[src/rtl/mem_stage.sv]
// Memory-access stage: drives the data-SRAM handshake and aligns store data and strobes.
// It also extends load data, flags data address errors and stalls until the SRAM transaction completes.
module mem_stage (
  input  logic        clk,
  input  logic        rst,
  input  logic        flush,
  input  logic [31:0] instr_m,
  input  logic [31:0] alu_m,
  input  logic [31:0] rt_m,
  input  logic [6:0]  mem_in_exc,
  input  logic        wb_allow,
  output logic        data_sram_req,
  output logic        data_sram_wr,
  output logic [1:0]  data_sram_size,
  output logic [31:0] data_sram_addr,
  output logic [31:0] data_sram_wdata,
  output logic [3:0]  data_sram_wstrb,
  input  logic        data_sram_addr_ok,
  input  logic        data_sram_data_ok,
  input  logic [31:0] data_sram_rdata,
  output logic        mem_stall,
  output logic [31:0] mem_load_data,
  output logic [6:0]  mem_out_exc,
  output logic [31:0] mem_badvaddr
);

  // state  | meaning
  // IDLE   | no transaction; request issued combinationally for a valid op
  // REQ    | request presented, waiting for addr_ok
  // WAIT   | address accepted, waiting for data_ok
  // DONE   | data returned but MEM/WB not ready; result held in r_rdata_q
  // CANCEL | flushed while outstanding; swallow the orphan data_ok
  typedef enum logic [2:0] {S_IDLE, S_REQ, S_WAIT, S_DONE, S_CANCEL} state_t;

  state_t      r_state, w_next;
  logic [31:0] r_rdata_q;

  logic [5:0]  w_op;
  logic        w_is_load, w_is_store, w_is_mem, w_sext;
  logic [1:0]  w_size;
  logic        w_misalign, w_adel, w_ades, w_op_valid;
  logic        w_capture;
  logic [3:0]  w_strb;
  logic [31:0] w_src;
  logic [7:0]  w_byte;
  logic [15:0] w_half;

  assign w_op = instr_m[31:26];

  always_comb begin
    w_is_load  = 1'b0;
    w_is_store = 1'b0;
    w_size     = 2'd0;
    w_sext     = 1'b0;
    case (w_op)
      6'h20: begin w_is_load  = 1'b1; w_size = 2'd0; w_sext = 1'b1; end
      6'h21: begin w_is_load  = 1'b1; w_size = 2'd1; w_sext = 1'b1; end
      6'h23: begin w_is_load  = 1'b1; w_size = 2'd2; end
      6'h24: begin w_is_load  = 1'b1; w_size = 2'd0; end
      6'h25: begin w_is_load  = 1'b1; w_size = 2'd1; end
      6'h28: begin w_is_store = 1'b1; w_size = 2'd0; end
      6'h29: begin w_is_store = 1'b1; w_size = 2'd1; end
      6'h2B: begin w_is_store = 1'b1; w_size = 2'd2; end
      default: ;
    endcase
  end

  assign w_is_mem   = w_is_load | w_is_store;
  assign w_misalign = ((w_size == 2'd1) & alu_m[0]) | ((w_size == 2'd2) & (alu_m[1:0] != 2'd0));
  assign w_adel     = w_is_load & w_misalign;
  assign w_ades     = w_is_store & w_misalign;
  assign w_op_valid = w_is_mem & ~flush & (mem_in_exc == 7'd0) & ~w_misalign;

  assign mem_out_exc  = mem_in_exc | {1'b0, w_ades, w_adel, 4'b0000};
  assign mem_badvaddr = (w_adel | w_ades) ? alu_m : 32'd0;

  always_comb begin
    data_sram_wdata = rt_m;
    w_strb          = 4'b1111;
    case (w_size)
      2'd0: begin
        data_sram_wdata = {4{rt_m[7:0]}};
        w_strb          = 4'b0001 << alu_m[1:0];
      end
      2'd1: begin
        data_sram_wdata = {2{rt_m[15:0]}};
        w_strb          = alu_m[1] ? 4'b1100 : 4'b0011;
      end
      default: ;
    endcase
  end

  assign data_sram_wr    = w_is_store;
  assign data_sram_size  = w_size;
  assign data_sram_addr  = alu_m;
  assign data_sram_wstrb = w_is_store ? w_strb : 4'b0000;

  always_comb begin
    w_next        = r_state;
    data_sram_req = 1'b0;
    mem_stall     = 1'b0;
    w_capture     = 1'b0;
    case (r_state)
      S_IDLE: begin
        data_sram_req = w_op_valid;
        mem_stall     = w_op_valid;
        if (w_op_valid) w_next = data_sram_addr_ok ? S_WAIT : S_REQ;
      end
      S_REQ: begin
        mem_stall = 1'b1;
        if (flush) begin
          w_next = S_IDLE;
        end else begin
          data_sram_req = 1'b1;
          if (data_sram_addr_ok) w_next = S_WAIT;
        end
      end
      S_WAIT: begin
        mem_stall = ~data_sram_data_ok;
        if (data_sram_data_ok) begin
          if (flush || wb_allow) begin
            w_next = S_IDLE;
          end else begin
            w_next    = S_DONE;
            w_capture = 1'b1;
          end
        end else if (flush) begin
          w_next = S_CANCEL;
        end
      end
      S_DONE: begin
        if (wb_allow || flush) w_next = S_IDLE;
      end
      S_CANCEL: begin
        mem_stall = 1'b1;
        if (data_sram_data_ok) w_next = S_IDLE;
      end
      default: w_next = S_IDLE;
    endcase
  end

  always_ff @(posedge clk or posedge rst) begin
    if (rst) begin
      r_state   <= S_IDLE;
      r_rdata_q <= 32'd0;
    end else begin
      r_state <= w_next;
      if (w_capture) r_rdata_q <= data_sram_rdata;
    end
  end

  // Orphan data in CANCEL is never presented.
  always_comb begin
    if (r_state == S_WAIT && data_sram_data_ok) w_src = data_sram_rdata;
    else if (r_state == S_DONE)                 w_src = r_rdata_q;
    else                                        w_src = 32'd0;
  end

  always_comb begin
    case (alu_m[1:0])
      2'd0:    w_byte = w_src[7:0];
      2'd1:    w_byte = w_src[15:8];
      2'd2:    w_byte = w_src[23:16];
      default: w_byte = w_src[31:24];
    endcase
    w_half = alu_m[1] ? w_src[31:16] : w_src[15:0];
    case (w_size)
      2'd0:    mem_load_data = {{24{w_sext & w_byte[7]}}, w_byte};
      2'd1:    mem_load_data = {{16{w_sext & w_half[15]}}, w_half};
      default: mem_load_data = w_src;
    endcase
  end

endmodule

[config.mk]
export PLATFORM = sky130hd
export DESIGN_NAME = mem_stage
export DESIGN_NICKNAME = d
export VERILOG_FILES = /design/src/rtl/mem_stage.sv
export SDC_FILE = /design/constraint.sdc
export NUM_CORES = 1
export LEC_CHECK = 0
export CAP_MARGIN = 20
export CORE_AREA = 2 2 112 114
export CTS_CLUSTER_DIAMETER = 80
export CTS_CLUSTER_SIZE = 14
export DETAILED_ROUTE_END_ITERATION = 16
export DIE_AREA = 0 0 114 116
export DONT_BUFFER_PORTS = 1
export GPL_TIMING_DRIVEN = 0
export PLACE_DENSITY_LB_ADDON = 0.12
export SKIP_LAST_GASP = 1
export SLEW_MARGIN = 10
export SYNTH_ARGS = -nofsm -noshare
export SYNTH_HDL_FRONTEND = slang
export SYNTH_SLANG_ARGS = --single-unit
[constraint.sdc]
create_clock -name clk -period 1.8 [get_ports clk]
set_clock_uncertainty 0.2 [all_clocks]
set_input_delay 0.18 -clock clk [delete_from_list [all_inputs] [get_ports clk]]
set_output_delay 0.18 -clock clk [all_outputs]
set_load 0.03 [all_outputs]
; ---- Word level (Yosys, flattened, before mapping)
; Cells that the tools add are included.
[totals]
ff_bits = 35
wordCells = 84
[classes]
eq_ne = 21
n_shift = 1
n_mux = 30
bitwise_logic = 16
n_reduce_logical = 14
[op_table]
columns = op, n
row1 = 32-bit one-hot mux with 2 select lines, 2
row2 = 32-bit 2-to-1 mux, 3
row3 = 6-bit == test (second input constant), 8
row4 = 8-bit one-hot mux with 3 select lines, 1
row5 = 3-bit 2-to-1 mux, 7
row6 = 16-bit 2-to-1 mux, 1
row7 = 3-bit one-hot mux with 5 select lines, 1
row8 = 1-bit AND, 9
row9 = 4-bit 2-to-1 mux, 2
row10 = 4-bit one-hot mux with 2 select lines, 1
row11 = 7-bit zero test, 1
row12 = 1-bit 2-to-1 mux, 7
row13 = 7-bit by 6-bit bitwise OR with 7-bit output, 1
row14 = 3-bit by 2-bit == test with 1-bit output (second input constant), 2
row15 = 2-bit inequality test (second input constant), 3
row16 = 3-bit inequality test (second input constant), 2
row17 = 2-bit OR reduction, 3
row18 = 3-bit OR reduction, 2
row19 = 5-bit AND reduction, 1
row20 = 5-bit OR reduction, 1
row21 = 2-bit by 1-bit == test with 1-bit output (second input constant), 2
row22 = 2-bit == test (second input constant), 2
row23 = 2-bit zero test, 2
row24 = 2-bit 2-to-1 mux, 2
row25 = other kinds (12), 16

; ---- Depth between registers and ports, before layout
[depth]
ltp_word = 10
ltp_mapped = 8
ltp_nobuf = 6

; ---- Worst setup path after synthesis
; Ideal clock, no wire load.
[synth_timing]
path_kind = reg-to-output
startpoint = reg r_state[0]
endpoint = out mem_load_data[21]
t_arrival_ns = 2.093
required_time_ns = 1.420
path_slack_ns = -0.673
path_stages_with_launch = 7
cell_sequence = dfrtp_1 -> nor2b_1 -> buf_2 -> a22oi_1 -> a2111oi_2 -> a21oi_2 -> o21ai_0
[synth_via]
elab_chain_len = 6
[synth_rtl]
columns = element, line
row1 = start: declaration, 35  ; state_t r_state, w_next;
row2 = start signal: assignment, 147  ; r_state <= w_next;
row3 = 3-bit by 2-bit == test with 1-bit output (on tied branches), "155, 154"
row4 = 32-bit 2-to-1 mux or 1-bit logical AND (tied branches), "155, 154"
row5 = 32-bit 2-to-1 mux (*), 154  ; if (r_state == S_WAIT && data_sram_data_ok) w_src = data_sram_rdata;
row6 = 8-bit one-hot mux with 3 select lines or 16-bit 2-to-1 mux (tied branches), "160, 166"
row7 = 1-bit AND (on tied branches), "168, 169"
row8 = 32-bit one-hot mux with 2 select lines (*), 167  ; case (w_size)
row9 = end: declaration, 22  ; output logic [31:0] mem_load_data,
; Mark *: on every way between the ends. The rest lies on a longest branch, timed or not.

; ---- Final worst setup path
[layout_timing]
startpoint = reg r_state[0]
endpoint = out mem_load_data[13]
[layout_via]
elab_chain_len = 6
[layout_rtl]
columns = element, line
row1 = 3-bit by 2-bit == test with 1-bit output (on tied branches), "155, 154"
row2 = 32-bit 2-to-1 mux or 1-bit logical AND (tied branches), "155, 154"
row3 = 32-bit 2-to-1 mux (*), 154
row4 = 8-bit one-hot mux with 3 select lines, 160  ; case (alu_m[1:0])
row5 = 1-bit AND, 168  ; 2'd0: mem_load_data = {{24{w_sext & w_byte[7]}}, w_byte};
row6 = 32-bit one-hot mux with 2 select lines (*), 167
; Marked as above.

==> impl_metrics.toml <==
[power_and_ir_drop]
leakagePower_nw = 2.65
power_density_mw_per_mm2 = 688
peakVddDrop_uv = 609

[cts]
numCtsBuffers = 5
cts_root_buffer = "clkbuf_16"
clock-sinks = 35
clock_latency_ns = 0.28
clkTransAtPathRegs_ns = 0.06
cts_tree = "yes"
cts_buffer_depth = 2
cts_max_level = 2

[critical_path]
crit_chain = "buf_8, buf_4, nand3b_1, a21oi_1, mux2i_1, o211ai_1"
path_depth = 6
startpoint = "r_state[0]$_DFFE_PP0P_"
cp.buffers_inverters = 2
path_class = "reg -> out"
cp-end-kind = "output port"
reg2reg_setup_slack_ns = -0.02
crit_fanout = 5
timing.rr.end = "r_state[0]$_DFFE_PP0P_"
cp-endpoint = "mem_load_data[13]"
crit_path_start_kind = "flop"
r2r_cells = 7
cpPeakStageDelay_ns = 0.68
crit_slowest_cell = "o211ai_1"
crit_family = "compound AO/OA/AOI/OAI gates"
r2r_start = "r_state[0]$_DFFE_PP0P_"
cp_data_arrival_time_ns = 2.24
cp.required_ns = 1.42

[timing]
layout_min_cycle_time_ns = 2.62
tightest_slew_ns = 0.984
slew_headroom_pct = 33.7
drv_slew = 0
setup_viol = 69
layout_worst_path_cycle_share_pct = 145
worst_slack_ns = -0.817
fmax_mhz = 382
rsz0062_at_grt = "yes"
tns_ns = -26.68
hold_violations = 0

[logic_synthesis]
ys_seq_elements = 35
seq_area_frac_synth_pct = 24.1
synth_edf_count = 0
async_flop_share_pct = 100
synth_area_leader_cell = "dfrtp_1"
netlist_area_mm2 = 0.00363
synth.avg_cell_area_um2 = 7.51
ys.warnings.count = 0
synth.area.top_cells = "dfrtp_1 24%, nand2_1 11%, mux2_2 9.9%, buf_4 9.3%, and2_1 5.2%"
synth_top_area_share_pct = 24.1
postSynthCellCount = 484
synth_fp_nets = 625
synthDistinctLibCells = 54
ys.flop_type = "dfrtp_1"

[global_routing]
grt_use_total_pct = 25.0
grt_pass1_wl_um = 25100
grt_pass1_vias = 4282
overflow = 0
antenna_found_initial = 0
grt_max_degree = 36

[detailed_routing]
post_drt_wl_per_cell_um = 23.6
vias_per_cell = 5.64
drt.antenna.violating_nets = 0
route.detailed.drc = 0
detail_route.iter0.violations = 136
vias = 4160
drtPass1Iterations = 4
drt_wl_total_um = 17400

[die]
die_x_um = 114
rows = 40
dieArea_mm2 = 0.0132
die_h_um = 116
io_pins = 285
initial_core_util_pct = 30.5
core_mm2 = 0.0119

[place]
io_buffers = 0
place.detailed.hpwl_um = 12600
gp_congestion = 0.827

[outcome]
violations = "negative setup slack"
status = "finished, violations left"

[run]
max_cap_violations = 0

[hold_path]
min_path_type = "in -> reg"

[layout]
drive_gt1_share_pct = 59.7
finalCoreUtilization_pct = 53.9
antennaDiodeCount = 0
nets = 730
area_growth_pct = 76.8
## power breakdown
group	internal, W	total (W)	switching (W)
Sequential	0.000996	0.00112	0.000128
Combinational	0.00101	0.00224	0.00124
Clock	0.000696	0.00105	0.000355
Total	0.00270	0.00442	0.00172
## synth_stat cells (3+ instances only)
cell and instances:
a22oi_1 20, dfrtp_1 35, nand3_1 9, o211ai_1 6, and2_1 30, o21ai_0 15, nor2b_1 3, o21a_1 3
o22ai_1 7, inv_1 6, nand2b_1 3, buf_1 4, a41o_1 4, clkbuf_1 12, buf_4 45, buf_2 16
nor4_1 3, a21oi_1 28, nand3b_1 11, nor2_1 23, mux2_2 32, o21ai_1 9, nand2_1 105, mux2i_1 14
## per-stage QoR
| step | hold slack (ns) | power (W) | cell area, um2 | instances | setup WS, ns |
|---|---|---|---|---|---|
| after floorplan | 0.123 | 0.00240 | 4240 | 484 | -0.419 |
| after global placement | 0.130 | 0.00267 | 4430 | 631 | -0.825 |
| after detailed placement | 0.0486 | 0.00270 | 4440 | 632 | -0.820 |
| after CTS | 0.0850 | 0.00430 | 6160 | 722 | -0.827 |
| after global routing | 0.182 | 0.00461 | 6420 | 737 | -0.912 |
| final | 0.122 | 0.00442 | 6420 | 737 | -0.817 |
## worst min-delay path, stage by stage
cell,delay [ns]
a21boi_0,0.05
o21ai_0,0.13
mux2i_1,0.08
a21oi_1,0.12
## cell type report
class	count	area (um2)
Fill cell	1059	5490
Multi-Input combinational cell	362	3380
Timing Repair Buffer	101	1020
Sequential cell	35	878
Buffer	75	733
Tap cell	147	184
Clock buffer	6	139
Inverter	9	55.1
Clock inverter	2	38.8
## sequential cells by signal (all words and copies together), names as in the netlist
signal,count
r_rdata_q,32
r_state,3
## logic make-up (layout without fill, tap and decap cells)
group	after synthesis	count (layout)	share of synthesized area, %
buffers and inverters	87	193	14.4
AO/OA/AOI/OAI	118	118	22.0
multiplexers	46	46	13.8
flip-flops	35	35	24.1
AND/OR/NAND/NOR	198	198	25.8
## layer usage
metal | GRT usage (%) | vias up | part of all wire, %
met4 | 7.89 | 0 | 3.0
li1 | - | 1873 | -
met3 | 5.70 | 39 | 6.9
met1 | 29.1 | 2056 | 38
met2 | 45.7 | 192 | 52
met5 | 0 | - | 0
## how the worst min path moves through the flow
stage,start,end,slack [ns],cells past startpoint
6_report,data_sram_addr_ok,r_state[1]$_DFFE_PP0P_,0.12,4
5_1_grt,wb_allow,r_rdata_q[11]$_DFFE_PP0P_,0.18,4
4_1_cts,wb_allow,r_rdata_q[11]$_DFFE_PP0P_,0.08,3
3_5_place_dp,rst,r_rdata_q[18]$_DFFE_PP0P_,0.05,1
3_3_place_gp,flush,r_state[2]$_DFFE_PP0P_,0.13,2
2_1_floorplan,flush,r_state[2]$_DFFE_PP0P_,0.12,2
## timing repair
item                       4_1_cts  5_1_grt
pin swaps                       68       44
hold endpoints to repair        69        0
cloned                           5        2
hold buffers                    36        0
gates resized for setup        192       47
setup buffers                   42       19
setup endpoints to repair      126      121
## layout by cell type, fill, tap and decap left out, types with 15 or more instances in the layout
| cell | n |
|---|---|
| dfrtp_1 | 33 |
| nor2_1 | 15 |
| mux2_2 | 32 |
| nand2_1 | 68 |
| dlygate4sd3_1 | 36 |
| buf_6 | 18 |
| nand2_4 | 21 |
| o21ai_4 | 18 |
| buf_4 | 88 |
| and2_4 | 30 |
Note: power is estimated with default switching activity, not from simulation.
